**config.mk**
```make
export PLATFORM = sky130hd
export DESIGN_NAME = cpu_core_mc
export DESIGN_NICKNAME = d
export VERILOG_FILES = /design/src/rtl/cpu_core_mc.sv
export SDC_FILE = /design/constraint.sdc
export NUM_CORES = 2
export LEC_CHECK = 0
export CORE_AREA = 2 2 325 327
export DETAILED_ROUTE_END_ITERATION = 8
export DIE_AREA = 0 0 327 329
export PLACE_DENSITY_LB_ADDON = 0.2
export SLEW_MARGIN = 10
export SYNTH_ARGS = -nofsm -noshare
export SYNTH_HDL_FRONTEND = slang
export SYNTH_SLANG_ARGS = --single-unit
```
**constraint.sdc**
```tcl
create_clock -name clk -period 5.56 [get_ports clk]
set_input_delay 1.112 -clock clk [delete_from_list [all_inputs] [get_ports clk]]
set_output_delay 1.112 -clock clk [all_outputs]
set_load 0.02 [all_outputs]
```
**src/rtl/cpu_core_mc.sv**
```systemverilog
// Multicycle 16x32 register CPU with a ready/ack memory bus.
// Control FSM and datapath share this module; one instruction is in flight at a time.
module cpu_core_mc #(
    parameter int unsigned        ADDR_W   = 32,
    parameter logic [ADDR_W-1:0]  RESET_PC = '0,
    parameter bit                 R0_ZERO  = 1'b1
) (
    input  logic              clk,
    input  logic              rst,
    input  logic              run_en,
    output logic              mem_req,
    output logic              mem_we,
    output logic [ADDR_W-1:0] mem_addr,
    output logic [31:0]       mem_wdata,
    input  logic [31:0]       mem_rdata,
    input  logic              mem_ack,
    output logic              halted,
    output logic              illegal,
    output logic              retired,
    output logic [ADDR_W-1:0] pc_o,
    output logic [2:0]        state_o
);

    typedef enum logic [2:0] {
        StFetch  = 3'd0,
        StDecode = 3'd1,
        StExec   = 3'd2,
        StMem    = 3'd3,
        StWb     = 3'd4,
        StHalt   = 3'd5
    } state_e;

    localparam logic [3:0] OpAdd  = 4'h0;
    localparam logic [3:0] OpSub  = 4'h1;
    localparam logic [3:0] OpAnd  = 4'h2;
    localparam logic [3:0] OpOr   = 4'h3;
    localparam logic [3:0] OpXor  = 4'h4;
    localparam logic [3:0] OpSll  = 4'h5;
    localparam logic [3:0] OpSrl  = 4'h6;
    localparam logic [3:0] OpAddi = 4'h7;
    localparam logic [3:0] OpLui  = 4'h8;
    localparam logic [3:0] OpLw   = 4'h9;
    localparam logic [3:0] OpSw   = 4'hA;
    localparam logic [3:0] OpBeq  = 4'hB;
    localparam logic [3:0] OpJal  = 4'hC;
    localparam logic [3:0] OpHalt = 4'hD;

    state_e              state_q, state_d;
    logic [ADDR_W-1:0]   pc_q, pc_d;
    logic [31:0]         ir_q, ir_d, a_q, a_d, b_q, b_d, res_q, res_d, ea_q, ea_d;
    logic                illegal_q, illegal_d, pend_q, pend_d;
    logic [31:0]         rf_q [16];
    logic                rf_we;
    logic [31:0]         rf_wdata;

    logic [3:0]          op, rd, ra, rb;
    logic [15:0]         imm;
    logic [31:0]         sext, alu, ra_val, rb_val;
    logic [ADDR_W-1:0]   pc_plus4;

    assign op       = ir_q[31:28];
    assign rd       = ir_q[27:24];
    assign ra       = ir_q[23:20];
    assign rb       = ir_q[19:16];
    assign imm      = ir_q[15:0];
    assign sext     = {{16{imm[15]}}, imm};
    assign pc_plus4 = pc_q + ADDR_W'(4);
    assign ra_val   = (R0_ZERO && ra == 4'd0) ? 32'd0 : rf_q[ra];
    assign rb_val   = (R0_ZERO && rb == 4'd0) ? 32'd0 : rf_q[rb];

    always_comb begin
        alu = '0;
        unique case (op)
            OpAdd:   alu = a_q + b_q;
            OpSub:   alu = a_q - b_q;
            OpAnd:   alu = a_q & b_q;
            OpOr:    alu = a_q | b_q;
            OpXor:   alu = a_q ^ b_q;
            OpSll:   alu = a_q << b_q[4:0];
            OpSrl:   alu = a_q >> b_q[4:0];
            OpAddi:  alu = a_q + sext;
            OpLui:   alu = {imm, 16'h0000};
            default: alu = '0;
        endcase
    end

    // Bus outputs are decoded from state; reset gating makes mem_req drop at once.
    always_comb begin
        mem_req   = 1'b0;
        mem_we    = 1'b0;
        mem_addr  = '0;
        mem_wdata = '0;
        if (rst) begin
            if (state_q == StFetch && (run_en || pend_q)) begin
                mem_req  = 1'b1;
                mem_addr = {pc_q[ADDR_W-1:2], 2'b00};
            end else if (state_q == StMem) begin
                mem_req   = 1'b1;
                mem_we    = (op == OpSw);
                mem_addr  = {ea_q[ADDR_W-1:2], 2'b00};
                mem_wdata = b_q;
            end
        end
    end

    always_comb begin
        state_d   = state_q;
        pc_d      = pc_q;
        ir_d      = ir_q;
        a_d       = a_q;
        b_d       = b_q;
        res_d     = res_q;
        ea_d      = ea_q;
        illegal_d = illegal_q;
        pend_d    = 1'b0;
        rf_we     = 1'b0;
        rf_wdata  = res_q;
        retired   = 1'b0;
        unique case (state_q)
            StFetch: begin
                // Once requested, a fetch stays on the bus until acked.
                pend_d = mem_req && !mem_ack;
                if (mem_req && mem_ack) begin
                    ir_d    = mem_rdata;
                    state_d = StDecode;
                end
            end
            StDecode: begin
                a_d     = ra_val;
                b_d     = rb_val;
                state_d = StExec;
            end
            StExec: begin
                unique case (op)
                    OpLw, OpSw: begin
                        ea_d    = (a_q + sext) & 32'hFFFF_FFFC;
                        state_d = StMem;
                    end
                    OpBeq: begin
                        pc_d    = (a_q == b_q) ? pc_q + sext[ADDR_W-1:0] : pc_plus4;
                        retired = 1'b1;
                        state_d = StFetch;
                    end
                    OpJal: begin
                        rf_we    = 1'b1;
                        rf_wdata = 32'(pc_plus4);
                        pc_d     = {a_q[ADDR_W-1:2], 2'b00};
                        retired  = 1'b1;
                        state_d  = StFetch;
                    end
                    OpHalt: begin
                        retired = 1'b1;
                        state_d = StHalt;
                    end
                    4'hE, 4'hF: begin
                        illegal_d = 1'b1;
                        state_d   = StWb;
                    end
                    default: begin
                        res_d   = alu;
                        state_d = StWb;
                    end
                endcase
            end
            StMem: begin
                if (mem_ack) begin
                    if (op == OpSw) begin
                        pc_d    = pc_plus4;
                        retired = 1'b1;
                        state_d = StFetch;
                    end else begin
                        res_d   = mem_rdata;
                        state_d = StWb;
                    end
                end
            end
            StWb: begin
                // Illegal opcodes reach WB as NOPs and must not write Rd.
                rf_we   = (op <= OpLw);
                pc_d    = pc_plus4;
                retired = 1'b1;
                state_d = StFetch;
            end
            StHalt:  state_d = StHalt;
            default: state_d = StFetch;
        endcase
    end

    always_ff @(posedge clk or negedge rst) begin
        if (!rst) begin
            state_q   <= StFetch;
            pc_q      <= RESET_PC;
            ir_q      <= '0;
            a_q       <= '0;
            b_q       <= '0;
            res_q     <= '0;
            ea_q      <= '0;
            illegal_q <= 1'b0;
            pend_q    <= 1'b0;
            for (int i = 0; i < 16; i++) rf_q[i] <= '0;
        end else begin
            state_q   <= state_d;
            pc_q      <= pc_d;
            ir_q      <= ir_d;
            a_q       <= a_d;
            b_q       <= b_d;
            res_q     <= res_d;
            ea_q      <= ea_d;
            illegal_q <= illegal_d;
            pend_q    <= pend_d;
            if (rf_we && !(R0_ZERO && rd == 4'd0)) rf_q[rd] <= rf_wdata;
        end
    end

    assign halted  = (state_q == StHalt);
    assign illegal = illegal_q;
    assign pc_o    = pc_q;
    assign state_o = state_q;

endmodule
```
==> results.ini <==
[status]
outcome=finished, final reports clean

[worst_setup_path]
worstSetupEndpointType=output pin
start_kind=flip-flop
critPathArrivalTime_ps=3660
cp.required_ps=4450
crit_type=reg2out
path_max_fanout=41

[timing]
rsz0062_at_grt=false
period_minus_slack_ps=4770
worstMarginPinSlew_ps=1370
drv_slew=0
finalSetupViolCount=0
fin_skew_ps=24.4
fin_setup_tns_ps=0
final-hold-violation-count=0
fmaxAchievable_mhz=210
max_slew_margin_pct=8.01
hold_slack_ps=294
post-route-period-util_pct=85.8

[drt]
routed_wl_um=191000
drtAntennaViolNets=0
vias_per_cell=6.55
drt_iter0_drc=5108
dr.pass1.iters=6
wl_per_cell_um=30.9
vias=40454
drc=0

[floorplanning]
dieArea_mm2=0.108
num_rows=119
io_pins=140
die_x_um=327
core_mm2=0.104
die_y_um=329
floorplan.initialDensity_pct=44.6

[layout]
fin_util_pct=50.3
layout.nets=4912
design_area_mm2=0.0525
drive_gt1_share_pct=16.7
synthToLayoutAreaGrowth_pct=12.7
fillers=9522

[placement]
portBuffers=137
place_area_mm2=0.0496
dp_hpwl_um=138000
gp_congestion=1.07

[grt]
grt_usage_pct=35.2
overflow=0
antenna_found_initial=5
grt_pass1_wl_um=277000
first_global_vias=38329
grt_max_degree=162

[clocking]
cts_tree=built
cts_root_buf=clkbuf_16
clk_pin_slew_ps=60
htreeDepth=3
numClockSinks=707
cts_hold_buf=0
cts_resized=0
cts_buffers=85
clk_latency_ps=680
cts.path.max_buffers=3
postCtsSetupBuffers=0

[synthesis]
seq_area_frac_synth_pct=38.0
synth_area_per_cell_um2=9.80
syn_area_mm2=0.0466
synthFlopType=dfrtp_1
synth-seq-cells=707
synthArstFlopShare_pct=100
ys_warn_count=0
netlist_instances=4748
synth-edff-count=0
ys_types=90

[pwr]
p_per_area_mw_per_mm2=554
finalPower_w=0.0291
p_leak_nw=21.5
vdd_drop_max_mv=0.447

[flow_run]
drv_cap=0

[hold_path]
min_path_type=in2async

[per-stage QoR]
step | setup WS, ps | instances
after floorplan | 1620 | 4749
after global placement | 1250 | 6017
after detailed placement | 1260 | 6017
after CTS | 818 | 6167
after global routing | 749 | 6167
final | 787 | 6172
[cells by family (layout without fill, tap and decap cells)]
family / after synthesis / in the layout / share of synthesized area [%]
adder cells (fa/ha/maj): 163 / 163 / 4.45
other: 1 / 7 / 0.00806
flip-flops: 707 / 707 / 38.0
multiplexers: 501 / 501 / 20.4
AO/OA/AOI/OAI: 1426 / 1426 / 18.6
XOR/XNOR: 99 / 99 / 1.88
buffers and inverters: 611 / 638 / 5.04
AND/OR/NAND/NOR: 1240 / 1240 / 11.7
[metal layers]
metal	part of all wire, %	GRT usage [%]	vias to the layer above
met5	0.010	0	-
li1	-	-	17430
met2	43	51.9	2058
met1	43	50.1	20493
met4	5.5	17.1	2
met3	8.5	6.74	471
[area by class of cell]
class | count | area, µm² | share of cell area (%)
clock inverters | 23 | 300 | 0.572
repair buffers | 294 | 2700 | 5.15
flip-flops and latches | 707 | 17700 | 33.8
diodes | 5 | 12.5 | 0.0239
well taps | 1391 | 1740 | 3.32
clock buffers | 127 | 2530 | 4.82
multi-input cells | 3431 | 26700 | 50.9
inverters | 194 | 728 | 1.39
[final timing paths]
check	start	to	slack, ps	cells past startpoint
min reg2reg	rf_q[508]	rf_q[508]	390	0
max reg2reg	a_q[23]	pc_o[6]	1210	13
min	rst	rf_q[391]	290	1
max in group asynchronous	rst	rf_q[245]	2760	4
min in group clk	rf_q[508]	rf_q[508]	390	0
max	state_o[1]	mem_addr[31]	790	5
[state kept, by name (all words and copies together) (netlist names)]
register  flops
rf_q        512
a_q          32
b_q          32
ir_q         32
pc_o         32
res_q        32
ea_q         30
state_o       3
illegal       1
pend_q        1
[cells in the mapped netlist (all sizes together) (15+ instances only)]
library cell  count  share of area [%]
nor2            241                2.0
nand4            26               0.35
nand2           659                5.3
or3              19               0.26
clkbuf          342                2.8
nor3             49               0.53
a221o            17               0.37
nor4             22               0.30
and2             43               0.58
a21o             46               0.74
dfrtp           707                 38
a31oi            34               0.46
and3             27               0.37
nand3            72               0.80
o211ai           26               0.42
xnor2            63                1.2
o22ai            88                1.2
nand2b           27               0.36
nor2b            20               0.27
o31ai            19               0.32
a22o             30               0.56
o21bai           26               0.42
o21ai           668                7.2
xor2             36               0.69
a221oi           49               0.92
a22oi            27               0.44
o221ai           16               0.30
mux4            350                 17
buf              75               0.72
a211oi           18               0.29
ha              159                4.3
mux2i            72                1.5
mux2             79                1.9
a211o            15               0.28
inv             192                1.5
a21oi           244                2.6
[worst max-delay path: stages, from the launching register on]
cell,delay (ps)
dfrtp_1,560
nor2b_1,560
and3_2,700
buf_12,290
a22o_1,200
clkdlybuf4s50_1,610
[power breakdown]
group / total (W) / leakage, nW / switching, W / internal, W
sequential: 0.00802 / 9.63 / 0.00177 / 0.00624
clock: 0.00573 / 1.39 / 0.00236 / 0.00337
combinational: 0.0153 / 10.5 / 0.00959 / 0.00574
total: 0.0291 / 21.5 / 0.0137 / 0.0154
[placed cells by master (no fill, tap or decap), types with 42 or more instances in the layout]
| cell type | Yosys | routed |
|---|---|---|
| buf_4 | 4 | 150 |
| mux4_2 | 350 | 350 |
| and2_1 | 43 | 42 |
| mux2i_1 | 72 | 72 |
| a221oi_1 | 49 | 49 |
| ha_1 | 159 | 159 |
| o21ai_0 | 641 | 640 |
| dfrtp_1 | 707 | 695 |
| xnor2_1 | 63 | 63 |
| nor2_1 | 237 | 236 |
| a21o_1 | 46 | 46 |
| nand3_1 | 70 | 65 |
| mux2_2 | 67 | 67 |
| nand2_1 | 659 | 646 |
| clkdlybuf4s50_1 | 0 | 130 |
| a21oi_1 | 243 | 243 |
| nor3_1 | 49 | 45 |
| inv_1 | 189 | 189 |
| o22ai_1 | 88 | 88 |
| clkbuf_16 | 0 | 87 |
Power figures use the tool's default switching activity.
